File: config.mk
export PLATFORM = sky130hd
export DESIGN_NAME = seg7_scan_driver
export DESIGN_NICKNAME = d
export VERILOG_FILES = /design/src/rtl/seg7_pkg.sv /design/src/rtl/seg7_hex_decoder.sv /design/src/rtl/seg7_scan_driver.sv
export SDC_FILE = /design/constraint.sdc
export NUM_CORES = 1
export LEC_CHECK = 0
export ABC_AREA = 1
export CORE_MARGIN = 2
export CORE_UTILIZATION = 55
export DETAILED_ROUTE_END_ITERATION = 8
export GPL_TIMING_DRIVEN = 0
export MAX_ROUTING_LAYER = met4
export PLACE_DENSITY = 0.85
export SLEW_MARGIN = 30
export SYNTH_ARGS = -nofsm -noshare
export SYNTH_HDL_FRONTEND = slang
export SYNTH_SLANG_ARGS = --single-unit
File: constraint.sdc
create_clock -name clk -period 3 [get_ports clk]
set_input_delay 0.6 -clock clk [delete_from_list [all_inputs] [get_ports clk]]
set_output_delay 0.6 -clock clk [all_outputs]
set_load 0.02 [all_outputs]
File: src/rtl/seg7_pkg.sv
// Shared types and the hex-to-segment lookup for the seven-segment scan driver.
package seg7_pkg;

    typedef logic [6:0] seg7_t;

    // gfedcba, active-high, indexed by nibble value
    localparam seg7_t SEG_HEX [16] = '{
        7'h3F, 7'h06, 7'h5B, 7'h4F, 7'h66, 7'h6D, 7'h7D, 7'h07,
        7'h7F, 7'h6F, 7'h77, 7'h7C, 7'h39, 7'h5E, 7'h79, 7'h71
    };

    function automatic seg7_t hex_to_seg(input logic [3:0] nibble);
        return SEG_HEX[nibble];
    endfunction

endpackage

File: src/rtl/seg7_hex_decoder.sv
// Combinational 0-F nibble to seven-segment pattern (active-high gfedcba).
module seg7_hex_decoder
    import seg7_pkg::*;
(
    input  logic [3:0] nibble,
    output seg7_t      seg
);

    assign seg = hex_to_seg(nibble);

endmodule

File: src/rtl/seg7_scan_driver.sv
// Time-multiplexed multi-digit seven-segment driver with double-buffered loads,
// leading-zero blanking and per-slot anode dead time.
module seg7_scan_driver
    import seg7_pkg::*;
#(
    parameter int NUM_DIGITS     = 4,
    parameter int REFRESH_DIV    = 50000,
    parameter int BLANK_CYCLES   = 2,
    parameter int SEG_ACTIVE_LOW = 0,
    parameter int AN_ACTIVE_LOW  = 1
) (
    input  logic                    clk,
    input  logic                    rst,
    input  logic                    en,
    input  logic                    ld,
    input  logic [4*NUM_DIGITS-1:0] din,
    input  logic [NUM_DIGITS-1:0]   dp_in,
    input  logic [NUM_DIGITS-1:0]   blank_in,
    input  logic                    lz_en,
    output logic [6:0]              seg,
    output logic                    dp,
    output logic [NUM_DIGITS-1:0]   an,
    output logic                    frame_tick,
    output logic                    upd_pending
);

    localparam int CW = $clog2(REFRESH_DIV);
    localparam int IW = $clog2(NUM_DIGITS);
    localparam logic [CW-1:0] DIV_LAST  = CW'(REFRESH_DIV - 1);
    localparam logic [CW-1:0] BLANK_END = CW'(BLANK_CYCLES);
    localparam logic [IW-1:0] IDX_LAST  = IW'(NUM_DIGITS - 1);
    localparam logic          SEG_INV   = (SEG_ACTIVE_LOW != 0);
    localparam logic          AN_INV    = (AN_ACTIVE_LOW != 0);

    logic [CW-1:0]                 div_cnt;
    logic [IW-1:0]                 digit_idx;
    logic [NUM_DIGITS-1:0][3:0]    act_nib, pend_nib;
    logic [NUM_DIGITS-1:0]         act_dp, pend_dp, act_blank, pend_blank;

    logic slot_wrap, frame_end;
    assign slot_wrap = (div_cnt == DIV_LAST);
    assign frame_end = slot_wrap && (digit_idx == IDX_LAST);

    always_ff @(posedge clk or posedge rst) begin
        if (rst) begin
            div_cnt   <= '0;
            digit_idx <= '0;
        end else if (slot_wrap) begin
            div_cnt   <= '0;
            digit_idx <= (digit_idx == IDX_LAST) ? '0 : digit_idx + 1'b1;
        end else begin
            div_cnt   <= div_cnt + 1'b1;
        end
    end

    // A load landing on the frame boundary bypasses the pending buffer entirely.
    always_ff @(posedge clk or posedge rst) begin
        if (rst) begin
            act_nib     <= '0;
            act_dp      <= '0;
            act_blank   <= '0;
            pend_nib    <= '0;
            pend_dp     <= '0;
            pend_blank  <= '0;
            upd_pending <= 1'b0;
        end else if (ld && frame_end) begin
            act_nib     <= din;
            act_dp      <= dp_in;
            act_blank   <= blank_in;
            upd_pending <= 1'b0;
        end else if (ld) begin
            pend_nib    <= din;
            pend_dp     <= dp_in;
            pend_blank  <= blank_in;
            upd_pending <= 1'b1;
        end else if (frame_end && upd_pending) begin
            act_nib     <= pend_nib;
            act_dp      <= pend_dp;
            act_blank   <= pend_blank;
            upd_pending <= 1'b0;
        end
    end

    // zero_above[i]: every nibble from the top digit down to i is zero
    logic [NUM_DIGITS-1:0] zero_above;
    always_comb begin
        zero_above = '0;
        zero_above[NUM_DIGITS-1] = (act_nib[NUM_DIGITS-1] == 4'h0);
        for (int i = NUM_DIGITS - 2; i >= 0; i--) begin
            zero_above[i] = zero_above[i+1] && (act_nib[i] == 4'h0);
        end
    end

    seg7_t cur_seg;
    seg7_hex_decoder u_dec (
        .nibble (act_nib[digit_idx]),
        .seg    (cur_seg)
    );

    logic                  blanked, lit, dp_next;
    logic [6:0]            seg_next;
    logic [NUM_DIGITS-1:0] an_next;

    always_comb begin
        blanked  = act_blank[digit_idx] ||
                   (lz_en && (digit_idx != '0) && zero_above[digit_idx]);
        lit      = en && !blanked && (div_cnt >= BLANK_END);
        seg_next = blanked ? 7'h00 : cur_seg;
        dp_next  = !blanked && act_dp[digit_idx];
        an_next  = lit ? (NUM_DIGITS'(1) << digit_idx) : '0;
    end

    always_ff @(posedge clk or posedge rst) begin
        if (rst) begin
            seg        <= {7{SEG_INV}};
            dp         <= SEG_INV;
            an         <= {NUM_DIGITS{AN_INV}};
            frame_tick <= 1'b0;
        end else begin
            seg        <= seg_next ^ {7{SEG_INV}};
            dp         <= dp_next ^ SEG_INV;
            an         <= an_next ^ {NUM_DIGITS{AN_INV}};
            frame_tick <= frame_end;
        end
    end

endmodule

# [Word level (Yosys, flattened, before mapping)]
# Memory sizes are Yosys's and may differ from the RTL's.
# Index checks and enable logic that the tools add are counted.
[totals] regBits=80 latchBits=0 mem_bits_rw=0 mem_bits_ro=112 input_bits=29 wordCells=80 n_memories=1
[classes] addsub=2 mul=0 div=0 order_cmp=3 n_eq_ne=3 n_shift=1 mux=26 bitwise_logic=3 n_reduce_logical=22
[memory_table] memory="(no name shown)" depth=16 width=7 rd=1 rd_clocked_by_memory_dff=0 write_ports=0 line_no="seg7_pkg.sv:13" text="return SEG_HEX[nibble];"
[ops] op="two-way mux 16 bit" count=4
[ops] op="two-way mux 4 bit" count=8
[ops] op="two-way mux 7 bit" count=3
[ops] op="adder 16 x 1 -> 16 bit, second input constant" count=1
[ops] op="equality test 16 bit, second input constant" count=1
[ops] op="greater-or-equal comparator 16 x 2 -> 1 bit, second input constant" count=1
[ops] op="logical NOT 4 bit" count=4
[ops] op="logical AND 1 bit" count=11
[ops] op="binary-select mux 4 bit (select 2 bit)" count=1
[ops] op="binary-select mux 1 bit (select 2 bit)" count=3
[ops] op="two-way mux 1 bit" count=6
[ops] op="greater-or-equal comparator 5 bit, second input constant" count=1
[ops] op="inverter 4 -> 5 bit" count=1
[ops] op="inverter 4 bit" count=1
[ops] op="AND reduction 2 bit" count=2
[ops] op="nonzero test 2 bit" count=2
[ops] op="<< shifter 1 x 2 -> 4 bit, first input constant" count=1
[ops] op="less-than comparator 2 x 3 -> 1 bit, second input constant" count=1
[ops] op="nonzero test 3 bit" count=1
[ops] op="adder 2 x 1 -> 2 bit, second input constant" count=1
[ops] op="equality test 2 bit, second input constant" count=1
[ops] op="two-way mux 2 bit" count=1
[ops] op="!= test 2 x 1 -> 1 bit, second input constant" count=1
[ops] op="logical NOT 1 bit" count=1
[ops] op="2 further kinds" count=2

# [Logic depth before layout (Yosys ltp)]
[logic_depth] ltp_word=13 depth_mapped=13 depth_no_buf=11

# [By module]
# From an unflattened synthesis, not the netlist that was laid out.
[hier_totals] cells_unflattened=587 area_unflattened_um2=4321.6
[modules_own_cells] mod="seg7_scan_driver" instances=1 cells_each=535 area_per_inst_um2=4051.4 seq_area_each_um2=2006.9
[modules_own_cells] mod="seg7_hex_decoder" instances=1 cells_each=52 area_per_inst_um2=270.3 seq_area_each_um2=0.0

# [Worst setup path after synthesis]
# No wires, ideal clock.
[synth_path] path_kind="register to register" from="register digit_idx[0]" to="register seg[3]" arrival_time_ns=1.597 t_required_ns=2.879 setup_slack_ns=1.282 path_stages_with_launch=14 period_less_slack_ns=1.718 cell_sequence="dfrtp_1 > clkbuf_2 > inv_1 > buf_2 > nand2_1 > nand3_1 > nand2_1 > inv_1 > ha_1 > inv_1 > nand2_1 > nand3_1 > nand2_1 > nor2_1"
[synth_via] elab_chain_cells=7 elab_cells_between_ends=15 cone_classes="mux (9); bitwise (1); reduce/logical (4); memory (1)"
[synth_rtl] element="from (decl)" line_no="seg7_scan_driver.sv:36" text="logic [IW-1:0] digit_idx;"
[synth_rtl] element="from (signal assigned)" line_no="seg7_scan_driver.sv:50" text="digit_idx <= (digit_idx == IDX_LAST) ? '0 : digit_idx + 1'b1;"
[synth_rtl] element="binary-select mux 4 bit (select 2 bit)" line_no="seg7_scan_driver.sv:96" text=".nibble (act_nib[digit_idx]),"
[synth_rtl] element="two-way mux 4 bit (implied by the code)" line_no="seg7_scan_driver.sv:96"
[synth_rtl] element="inverter 4 -> 5 bit (implied by the code)" line_no="seg7_pkg.sv:13"
[synth_rtl] element="memory read (16 x 7 bit)"
[synth_rtl] element="two-way mux 7 bit (implied by the code) (2 in a row)" line_no="seg7_pkg.sv:13"
[synth_rtl] element="two-way mux 7 bit *" line_no="seg7_scan_driver.sv:108" text="seg_next = blanked ? 7'h00 : cur_seg;"
[synth_rtl] element="named net seg_next[3]" line_no="seg7_scan_driver.sv:101" text="logic [6:0] seg_next;"
[synth_rtl] element="to (signal assigned)" line_no="seg7_scan_driver.sv:115" text="seg <= {7{SEG_INV}};"
[synth_rtl] element="to (signal assigned)" line_no="seg7_scan_driver.sv:120" text="seg <= seg_next ^ {7{SEG_INV}};"
[synth_rtl] element="to (decl)" line_no="seg7_scan_driver.sv:20" text="output logic [6:0] seg,"
# Mark *: on every way through the listed nets, which the timed path passes. The rest lies on a longest branch. The select of a mux whose other input is x is not followed.
# A chain may end at the register's enable or synchronous reset.

# [Worst setup path after layout]
[layout_path] from="register an[0]" to="output port an[0]"
[layout_lines] element="from (decl)" line_no="seg7_scan_driver.sv:22" text="output logic [NUM_DIGITS-1:0] an,"
[layout_lines] element="from (signal assigned)" line_no="seg7_scan_driver.sv:117" text="an <= {NUM_DIGITS{AN_INV}};"
[layout_lines] element="from (signal assigned)" line_no="seg7_scan_driver.sv:122" text="an <= an_next ^ {NUM_DIGITS{AN_INV}};"
# No word-level cell between the ends.

==> out/metrics.yaml <==
synthesis:
  yosysUniqueCellTypes: 30
  synth_ff_type: "dfrtp_1"
  yosysWarnings: 0
  synth_seq_area_share_pct: 46.71
  synth.avg_cell_area_um2: 7.137
  yosys_register_bits: 80
  post_synth_inst_count: 602
  async_flop_share_pct: 100.0
  syn-cell-area_um2: 4297
  synth_edf_count: 0
  synthesis.nets: 642
timing:
  setup_violations: 0
  hold_violations: 0
  worstMarginPinSlew_ns: 0.4776
  report.final.slew_viol_count: 0
  clock_skew_ns: 0.007036
  fin_crit_sh_pct: 69.36
  rsz0062_at_grt: "false"
  max_slew_margin_pct: 68.16
  finalWorstSetupSlack_ns: 0.9193
  min_period_ns: 2.081
  max_clock_freq_mhz: 480.6
detailed_routing:
  post_drt_wl_per_cell_um: 12.56
  drc: 0
  wl_um: 9567
  antenna_left: 0
  vias_per_cell: 5.097
  firstDrtPassIters: 5
  initialDrtViolationCount: 258
  vias: 3884
cts:
  tritoncts: "done"
  post_cts_resized: 0
  cts_sinks: 80
  cts_buffers: 9
  clk_path_buf_depth: 2
  root_buffer: "clkbuf_8"
  cts_hold_buf: 0
  htreeDepth: 3
  clock_latency_ns: 0.36
  clkTransAtPathRegs_ns: 0.09
  cts_setup_buffers: 0
die:
  chipWidth_um: 92.39
  start_util_pct: 56.18
  rows: 32
  die_h_um: 92.39
  coreArea_um2: 7647
  die_area_um2: 8535
  io_pins: 43
pwr:
  report.power.total_uw: 2091
  power_frac_comb_pct: 7.4
  intPower_uw: 1567
  power_density_nw_per_um2: 413.1
  clock_power_share_pct: 38.9
  ir_drop_v: 0.0002869
  leakage_uw: 0.002850
  p_sw_uw: 523.5
  sw_frac_of_total_pct: 25.04
  p_seq_share_pct: 53.7
setup_path:
  cp.depth: 1
  reg2regPathDepth: 13
  setup.worst_path.start: "an[0]"
  critPathKind: "reg -> out"
  r2r-end: "seg[3]"
  worstReg2RegStart: "digit_idx[0]"
  endpoint: "an[0]"
  worstPathRequired_ns: 2.40
  cp.arrival_ns: 1.48
  critPathLaunchType: "flop"
  cp_max_fo: 1
  endpoint_kind: "primary output"
  slowest_stage: "clkdlybuf4s50_1"
  r2r_setup_slack_ns: 0.94
  critical-path-top-delay-family: "buffers and inverters"
  critical_path.max_stage_delay_ns: 0.59
  path_cells: "clkdlybuf4s50_1"
  critPathBufInv: 1
global_route:
  first_global_vias: 3624
  grt_max_degree: 44
  overflow: 0
  antenna_found_initial: 0
  track_usage_pct: 24.83
  grt_pass1_wl_um: 16460
worst_hold_path:
  hp-class: "reg -> reg"
  min_from: "pend_nib[2]"
finish:
  drive_above_1_share_pct: 7.727
  syn2layout_area_growth_pct: 17.79
  diodes: 0
  instances_no_fill: 762
  fin_util_pct: 66.18
  layout.nets: 695
placed_design:
  gp_congestion: 0.8941
  pre_cts_ws_ns: 0.9576
  dp_hpwl_um: 6949
  io_buffers: 41
  dp_cells: 746
run:
  maxCapViolations: 0
outcome:
  status: "complete, no violations"
-- power by group through the flow --
stage | Combinational, uW | Sequential, uW | Clock, uW
floorplan | 88.0 | 1140 | 0
detailed placement | 156 | 1140 | 0
global route | 177 | 1130 | 881
global placement | 147 | 1140 | 0
finish | 156 | 1120 | 812
CTS | 157 | 1120 | 827
-- state kept, by name, summed over array words and instances (netlist names) --
name / cells
div_cnt: 16
an: 4
dp: 1
upd_pending: 1
seg: 7
act_blank: 4
act_nib: 16
pend_nib: 16
pend_dp: 4
pend_blank: 4
frame_tick: 1
digit_idx: 2
act_dp: 4
-- cell usage after synthesis (4+ instances only) --
master / count / area share (%)
dfstp_2: 4 / 2.4
inv_1: 56 / 4.9
o21ai_0: 6 / 0.70
dfrtp_1: 76 / 44
ha_1: 11 / 3.2
nand2_1: 232 / 20
xor2_1: 5 / 1.0
nand4_1: 11 / 1.6
buf_2: 10 / 1.2
nor2_1: 106 / 9.3
nand3_1: 52 / 6.1
-- metrics by stage --
step	area [um^2]	hold WS, ns	TNS, ns
after floorplan	4297	0.4419	0
after global placement	4835	0.4535	-65.06
after detailed placement	4857	0.4583	0
after CTS	5061	0.4797	0
after global routing	5061	0.4957	0
final	5061	0.4782	0
-- cells in the final DEF, fill, tap and decap left out, types with 3 or more instances in the layout --
cell type / instances
ha_1: 11
clkdlybuf4s50_1: 41
nand3_1: 52
nand4_1: 11
xor2_1: 5
nand2_1: 232
clkbuf_1: 3
a21oi_1: 3
buf_2: 10
clkbuf_8: 9
buf_4: 3
clkinv_4: 3
o21ai_0: 6
nor2_1: 106
inv_1: 55
nand2_2: 3
dfrtp_1: 76
dfstp_2: 4
-- layer usage --
| layer | track usage (%) | share of wire, % | up-vias |
|---|---|---|---|
| li1 | - | - | 1948 |
| met1 | 32.85 | 44 | 1767 |
| met2 | 39.11 | 48 | 151 |
| met3 | 3.336 | 6.3 | 18 |
| met4 | 9.950 | 2.1 | 0 |
| met5 | - | 0 | - |
-- cell type report --
| cell class | count | area [um^2] |
|---|---|---|
| buffer | 21 | 118.9 |
| clock buffer | 9 | 123.9 |
| clock inverter | 7 | 80.08 |
| fill | 626 | 2586 |
| inverter | 60 | 229.0 |
| multi-input combinational | 441 | 1944 |
| sequential | 80 | 2007 |
| tap | 102 | 127.6 |
| timing repair buffer | 42 | 430.4 |
-- tightest hold or removal path, delay by kind of cell (launching register included) --
kind          cells  cell delay (ns)
simple gates      2             0.09
flops             1             0.35
-- how the worst min path moves through the flow --
stage | endpoint | slack, ns | cells after the start
floorplan | pend_blank[0] | 0.44 | 2
global placement | pend_nib[14] | 0.45 | 2
detailed placement | pend_nib[7] | 0.46 | 2
CTS | pend_nib[7] | 0.48 | 2
global route | pend_nib[12] | 0.50 | 2
finish | pend_nib[2] | 0.48 | 2
-- logic make-up (layout without fill, tap and decap cells) --
| logic type | Yosys count | count (layout) | share of synthesized area (%) |
|---|---|---|---|
| AOI/OAI and AO/OA | 13 | 13 | 1.776 |
| xor gates and xnor gates | 5 | 5 | 1.019 |
| adders and majority gates | 11 | 11 | 3.203 |
| buffers and inverters | 81 | 139 | 8.037 |
| DFF | 80 | 80 | 46.71 |
| and+or+nand+nor | 412 | 412 | 39.25 |
Note: power is estimated with default switching activity, not from simulation.
